### src/rtl/mux_sel_scanner.sv
// Mux select sequencer: steps s1/s0 through channels 0..3 with a settle dwell,
// samples y on each channel and publishes the four samples as one word.
module mux_sel_scanner #(
   parameter int DWELL = 2
) (
   input  logic       clk,
   input  logic       rst_n,
   input  logic       start,
   input  logic       y,
   output logic       s1,
   output logic       s0,
   output logic       busy,
   output logic       done,
   output logic [3:0] word
);

   typedef enum logic [1:0] {
      ST_IDLE,
      ST_SETTLE,
      ST_SAMPLE,
      ST_DONE
   } state_t;

   localparam logic [7:0] LAST = 8'(DWELL - 1);

   state_t     state, state_n;
   logic [1:0] chan, chan_n;
   logic [7:0] cnt, cnt_n;
   logic [3:0] shadow, shadow_n;
   logic [3:0] word_n;
   logic [1:0] sel_n;
   logic       busy_n, done_n;

   always_comb begin
      state_n  = state;
      chan_n   = chan;
      cnt_n    = cnt;
      shadow_n = shadow;
      word_n   = word;
      unique case (state)
         ST_IDLE: begin
            if (start) begin
               state_n = ST_SETTLE;
               chan_n  = 2'd0;
               cnt_n   = 8'd0;
            end
         end
         ST_SETTLE: begin
            cnt_n = cnt + 8'd1;
            if (cnt == LAST)
               state_n = ST_SAMPLE;
         end
         ST_SAMPLE: begin
            shadow_n[chan] = y;
            if (chan == 2'd3) begin
               word_n  = {y, shadow[2:0]};
               state_n = ST_DONE;
            end else begin
               chan_n  = chan + 2'd1;
               cnt_n   = 8'd0;
               state_n = ST_SETTLE;
            end
         end
         ST_DONE: begin
            chan_n  = 2'd0;
            cnt_n   = 8'd0;
            state_n = start ? ST_SETTLE : ST_IDLE;
         end
         default: state_n = ST_IDLE;
      endcase
   end

   // Outputs are decoded from the next state so they leave flops directly.
   always_comb begin
      busy_n = (state_n == ST_SETTLE) || (state_n == ST_SAMPLE);
      done_n = (state_n == ST_DONE);
      sel_n  = busy_n ? chan_n : 2'd0;
   end

   always_ff @(posedge clk or negedge rst_n) begin
      if (!rst_n) begin
         state  <= ST_IDLE;
         chan   <= 2'd0;
         cnt    <= 8'd0;
         shadow <= 4'b0000;
         word   <= 4'b0000;
         s1     <= 1'b0;
         s0     <= 1'b0;
         busy   <= 1'b0;
         done   <= 1'b0;
      end else begin
         state  <= state_n;
         chan   <= chan_n;
         cnt    <= cnt_n;
         shadow <= shadow_n;
         word   <= word_n;
         s1     <= sel_n[1];
         s0     <= sel_n[0];
         busy   <= busy_n;
         done   <= done_n;
      end
   end

endmodule

### config.mk
export PLATFORM = sky130hd
export DESIGN_NAME = mux_sel_scanner
export DESIGN_NICKNAME = d
export VERILOG_FILES = /design/src/rtl/mux_sel_scanner.sv
export SDC_FILE = /design/constraint.sdc
export NUM_CORES = 1
export LEC_CHECK = 0
export BUFFER_PORTS_ARGS = -buffer_cell sky130_fd_sc_hd__buf_2
export CAP_MARGIN = 0
export CORE_ASPECT_RATIO = 1.5
export CORE_MARGIN = 1.5
export CORE_UTILIZATION = 50
export DETAILED_ROUTE_END_ITERATION = 10
export PLACE_DENSITY = 0.73
export SKIP_CTS_REPAIR_TIMING = 1
export SKIP_LAST_GASP = 1
export SLEW_MARGIN = 40
export SYNTH_ARGS = -nofsm -noshare
export SYNTH_HDL_FRONTEND = slang
export SYNTH_SLANG_ARGS = --single-unit
### constraint.sdc
create_clock -name clk -period 1.7 [get_ports clk]
set_clock_uncertainty 0.1 [all_clocks]
set_input_delay 0.34 -clock clk [delete_from_list [all_inputs] [get_ports clk]]
set_output_delay 0.34 -clock clk [all_outputs]
set_load 0.005 [all_outputs]
Word-level counts from Yosys, hierarchy flattened
Index checks and enable logic that the tools add are counted.
{"block": "word_totals", "reg_bits": 24, "in_bits": 4}
{"block": "classes", "addsub": 2, "order_cmp": 2, "eq_ne": 10, "mux": 15, "n_reduce_logical": 5}
{"operator": "8-bit case mux with 4 select lines", "count": 1}
{"operator": "8-bit two-way mux", "count": 2}
{"operator": "2-bit two-way mux", "count": 6}
{"operator": "2-bit == test, second input constant", "count": 5}
{"operator": "8-bit by 1-bit adder with 8-bit output, second input constant", "count": 1}
{"operator": "8-bit by 1-bit == test with 1-bit output, second input constant", "count": 1}
{"operator": "2-bit case mux with 4 select lines", "count": 1}
{"operator": "2-bit case mux with 3 select lines", "count": 1}
{"operator": "4-bit bitwise mux", "count": 1}
{"operator": "2-bit by 1-bit == test with 1-bit output, second input constant", "count": 2}
{"operator": "2-bit inequality test, second input constant", "count": 2}
{"operator": "2-bit AND reduction", "count": 2}
{"operator": "2-bit by 3-bit < comparator with 1-bit output, second input constant", "count": 1}
{"operator": "2-bit by 1-bit adder with 2-bit output, second input constant", "count": 1}
{"operator": "1-bit demux with 2-bit select", "count": 1}
{"operator": "2-bit by 1-bit >= comparator with 1-bit output, second input constant", "count": 1}
{"operator": "2-bit zero test", "count": 1}
{"operator": "1-bit two-way mux", "count": 2}
{"operator": "1-bit logical AND", "count": 1}
{"operator": "1-bit logical OR", "count": 1}

Longest topological paths before layout
{"block": "depth", "word_depth": 6, "ltp_mapped": 7}

Worst setup path before layout
Ideal clock, no wire load.
{"block": "synth_path", "path_type": "register to register", "startpoint": "register cnt[1]", "endpoint": "register s0", "arrival_ns": 1.399, "t_required_ns": 1.481, "setup_slack_ns": 0.082, "stages_incl_launch_ff": 8, "path_buffers": 0, "period_less_slack_ns": 1.618, "path_cell_list": "dfrtp_1 > inv_1 > ha_1 > nor3b_1 > nand3_1 > o31a_1 > ha_1 > and2_1"}
{"block": "synth_between", "elab_chain_cells": 6, "elab_cells_between_ends": 7}
{"item": "start, declared", "line": "28", "text": "logic [7:0] cnt, cnt_n;"}
{"item": "start signal, assigned", "line": "94", "text": "cnt <= cnt_n;"}
{"item": "8-bit by 1-bit == test with 1-bit output *", "line": "50", "text": "if (cnt == LAST)"}
{"item": "2-bit two-way mux *", "line": "50"}
{"item": "2-bit case mux with 4 select lines *", "line": "40", "text": "unique case (state)"}
{"item": "named net state_n[0]", "line": "26", "text": "state_t state, state_n;"}
{"item": "2-bit by 1-bit == test with 1-bit output or 2-bit == test (tied branches)", "line": "75", "text": "busy_n = (state_n == ST_SETTLE) || (state_n == ST_SAMPLE);"}
{"item": "1-bit logical OR *", "line": "75"}
{"item": "named net busy_n", "line": "32", "text": "logic busy_n, done_n;"}
{"item": "2-bit two-way mux *", "line": "77", "text": "sel_n = busy_n ? chan_n : 2'd0;"}
{"item": "named net sel_n[0]", "line": "31", "text": "logic [1:0] sel_n;"}
{"item": "end signal, assigned", "line": "98", "text": "s0 <= sel_n[0];"}
{"item": "end, declared", "line": "11", "text": "output logic s0,"}
Mark *: on every way through the listed nets, which the timed path passes. The rest lies on a longest branch.
A chain may end at the register's enable or synchronous reset.

Worst setup path after layout
{"block": "layout_path", "startpoint": "register state[0]", "endpoint": "register cnt[5]"}
{"block": "layout_between", "elab_chain_cells": 3, "elab_cells_between_ends": 8}
{"item": "start, declared", "line": "26"}
{"item": "start signal, assigned", "line": "92", "text": "state <= state_n;"}
{"item": "2-bit == test or 2-bit zero test (tied branches)", "line": "40"}
{"item": "2-bit inequality test (no line)"}
{"item": "2-bit AND reduction (no line)"}
Parallel ways exist; a longest one is shown, timed or not.

==> metrics.txt <==
static leakage 0.0006095 uW; core area 2002 um^2; post-synthesis compound-gate area fraction 6.643%; H-tree depth 1; Post-Synth XOR/XNOR Area 3.382%; final setup margin 70.08 ps; maximum clock frequency 0.6135 GHz; clk sinks 23; post-synth net total 98; Hold Crit Class input port to flop; synthesized area 1036 um^2; Cell Count Post-Placement 129; CP arrival 1740 ps; distinct cell type count after synthesis 32; PwrDens 1439 nW/um^2; die width 40.17 um; Ports 12; final-stage net count 122; RSZ-0062 raised after global routing yes; layout cells sized above 1 28.07%; Synth Area in Simple Gates 21.26%; GRT Overall Usage 20.47%; Seq/Total Area, Yosys 55.56%; Rows 20; number of routed nets with antenna violations 0; Avg Cell Area, Syn 11.38 um^2; final setup fails 0; fin crit share 95.88%; Worst Path Max Fanout 7; Async SR Flop Fraction 100.0%; Layout Cells excl Fill 136; Worst-path clk slew 120 ps; Seq. cell area 575.6 um^2; Remaining DRCs 0; number of fill cells 178; number of flops mapped to enable cells by yosys 0; CTS tree built; CTS Buffer Depth 2; TritonRoute pass-1 iters 4; Die ar. 2360 um^2; data required time of the worst path 1810 ps; Peak VDD IR 0.0008826 V; area grow syn2layout 18.60%; Final Max Tran Viols 0; status finished clean; Synth top area share 55.56%; synth top area cells dfrtp_1 (56%), mux2_1 (5.4%), ha_1 (3.6%); DR vias/cell 5.551; largest net degree at the start of global routing 24; Root Driver clkbuf_4; Worst-Margin Slew 481.6 ps; register bit total from synthesis 23; Hold Fails Final Rpt 0; Num CTS Buffers 3; GRT overflow 0; post-synthesis mux area share 7.609%; final wirelength 1977 um; Placement Setup Slack 25.09 ps; Vert. Die Dim 58.75 um; main combinational cell family by area after synthesis simple AND/OR/NAND/NOR gates; area occupied by multi-input gates 457.9 um^2; initial antenna violation count 0; Ant. Diodes 0; synth warn 0; gp weighted congestion 0.8051; Tmin final 1630 ps; Fin Setup TNS 0 ps; Worst setup SP type flop; Post-Synthesis Cells 91; MaxCap Viol Count 0; Clk Latency, worst-skew pair 320 ps; vias post-DR 755; Iter 0 DRT Violations 13; area leader, netlist dfrtp_1; I/O Buffers 11; CP Class flop to flop; Synth Area in Adders 3.623%; Worst slew margin 67.89%; Routed WL per cell 14.54 um; hpwl dp 1486 um; first-pass GRT wire length 3194 um; element type at the critical path end flop; top_reg_cell synth dfrtp_1; Initial Util 51.75%; vias in the first global route 694
cell usage after synthesis (2+ instances only):
cell       n
dfrtp_1   23
nand2_1    7
mux2_2     2
mux2_1     5
nand4_1    2
inv_1      2
nor2b_1    2
o21ai_0    4
ha_1       3
nand3_1    5
or3_1      2
a21oi_1    3
nand2b_1   2
and2_1     3
xor2_1     3
nor2_1     7
cell type report:
class,instances,area share (%)
multi-input cells,64,37.27
well taps,22,2.240
flip-flops and latches,23,46.84
repair buffers,21,10.79
clock inverters,1,0.4073
inverters,2,0.6110
clock buffers,3,1.833
critical path, cell delays in order (launching register included):
cell	delay, ps
dfrtp_1	410
buf_4	160
or3_4	400
and4bb_1	250
xnor2_1	150
nor2_1	60
path summary, 6_finish.rpt:
kind                       startpoint        end  slack (ps)  depth (start not counted)
setup / recovery             state[0]     cnt[5]          70                          5
max in group asynchronous       rst_n       busy         770                          2
hold / removal                      y    word[3]         170                          2
setup reg to reg             state[0]     cnt[5]          70                          5
hold reg to reg             shadow[1]  shadow[1]         400                          1
min in group asynchronous       rst_n     cnt[2]         400                          2
sequential cells by signal (all words and copies together), names as in the netlist:
name    cells
cnt         8
word        4
shadow      3
chan        2
state       2
busy        1
done        1
s0          1
s1          1
stage by stage:
stage	hold WS, ps	area, um^2	power [uW]	utilization [%]
3_3_place_gp	221.7	1159	1441	57.88
3_5_place_dp	231.6	1159	1476	57.88
2_1_floorplan	-55.59	1036	1202	-
4_1_cts	-123.7	1186	1730	59.25
6_report	174.4	1229	1768	61.38
5_1_grt	173.4	1229	1901	61.38
metal layers:
| metal | part of all wire (%) | global-route usage, % | up-vias |
|---|---|---|---|
| li1 | - | - | 369 |
| met1 | 41 | 26.09 | 359 |
| met2 | 53 | 29.95 | 16 |
| met3 | 2.4 | 3.774 | 11 |
| met4 | 4.0 | 14.78 | 0 |
| met5 | 0 | 0 | - |
placed cells by master, fill, tap and decap left out, types with 2 or more instances in the layout:
cell,n
nand2_1,7
nand2b_1,2
inv_1,2
dfrtp_1,23
nor2b_1,2
nor2_1,7
ha_1,2
clkbuf_4,3
and2_1,3
mux2_1,5
buf_2,11
nand3_1,5
nand4_1,2
buf_4,9
or3_1,2
a21oi_1,3
mux2_2,2
o21ai_0,4
xor2_1,3
power breakdown:
group,internal [uW],switching [uW]
Clock,88.1,162
Sequential,710,103
Combinational,337,369
kinds of logic (layout without fill, tap and decap cells):
family,count (synthesis),after routing
AO/OA/AOI/OAI,11,11
XOR/XNOR,4,4
adder cells (fa/ha/maj),3,3
buffers and inverters,4,27
flip-flops,23,23
multiplexers,7,7
AND/OR/NAND/NOR,39,39
Note: power is estimated with default switching activity, not from simulation.
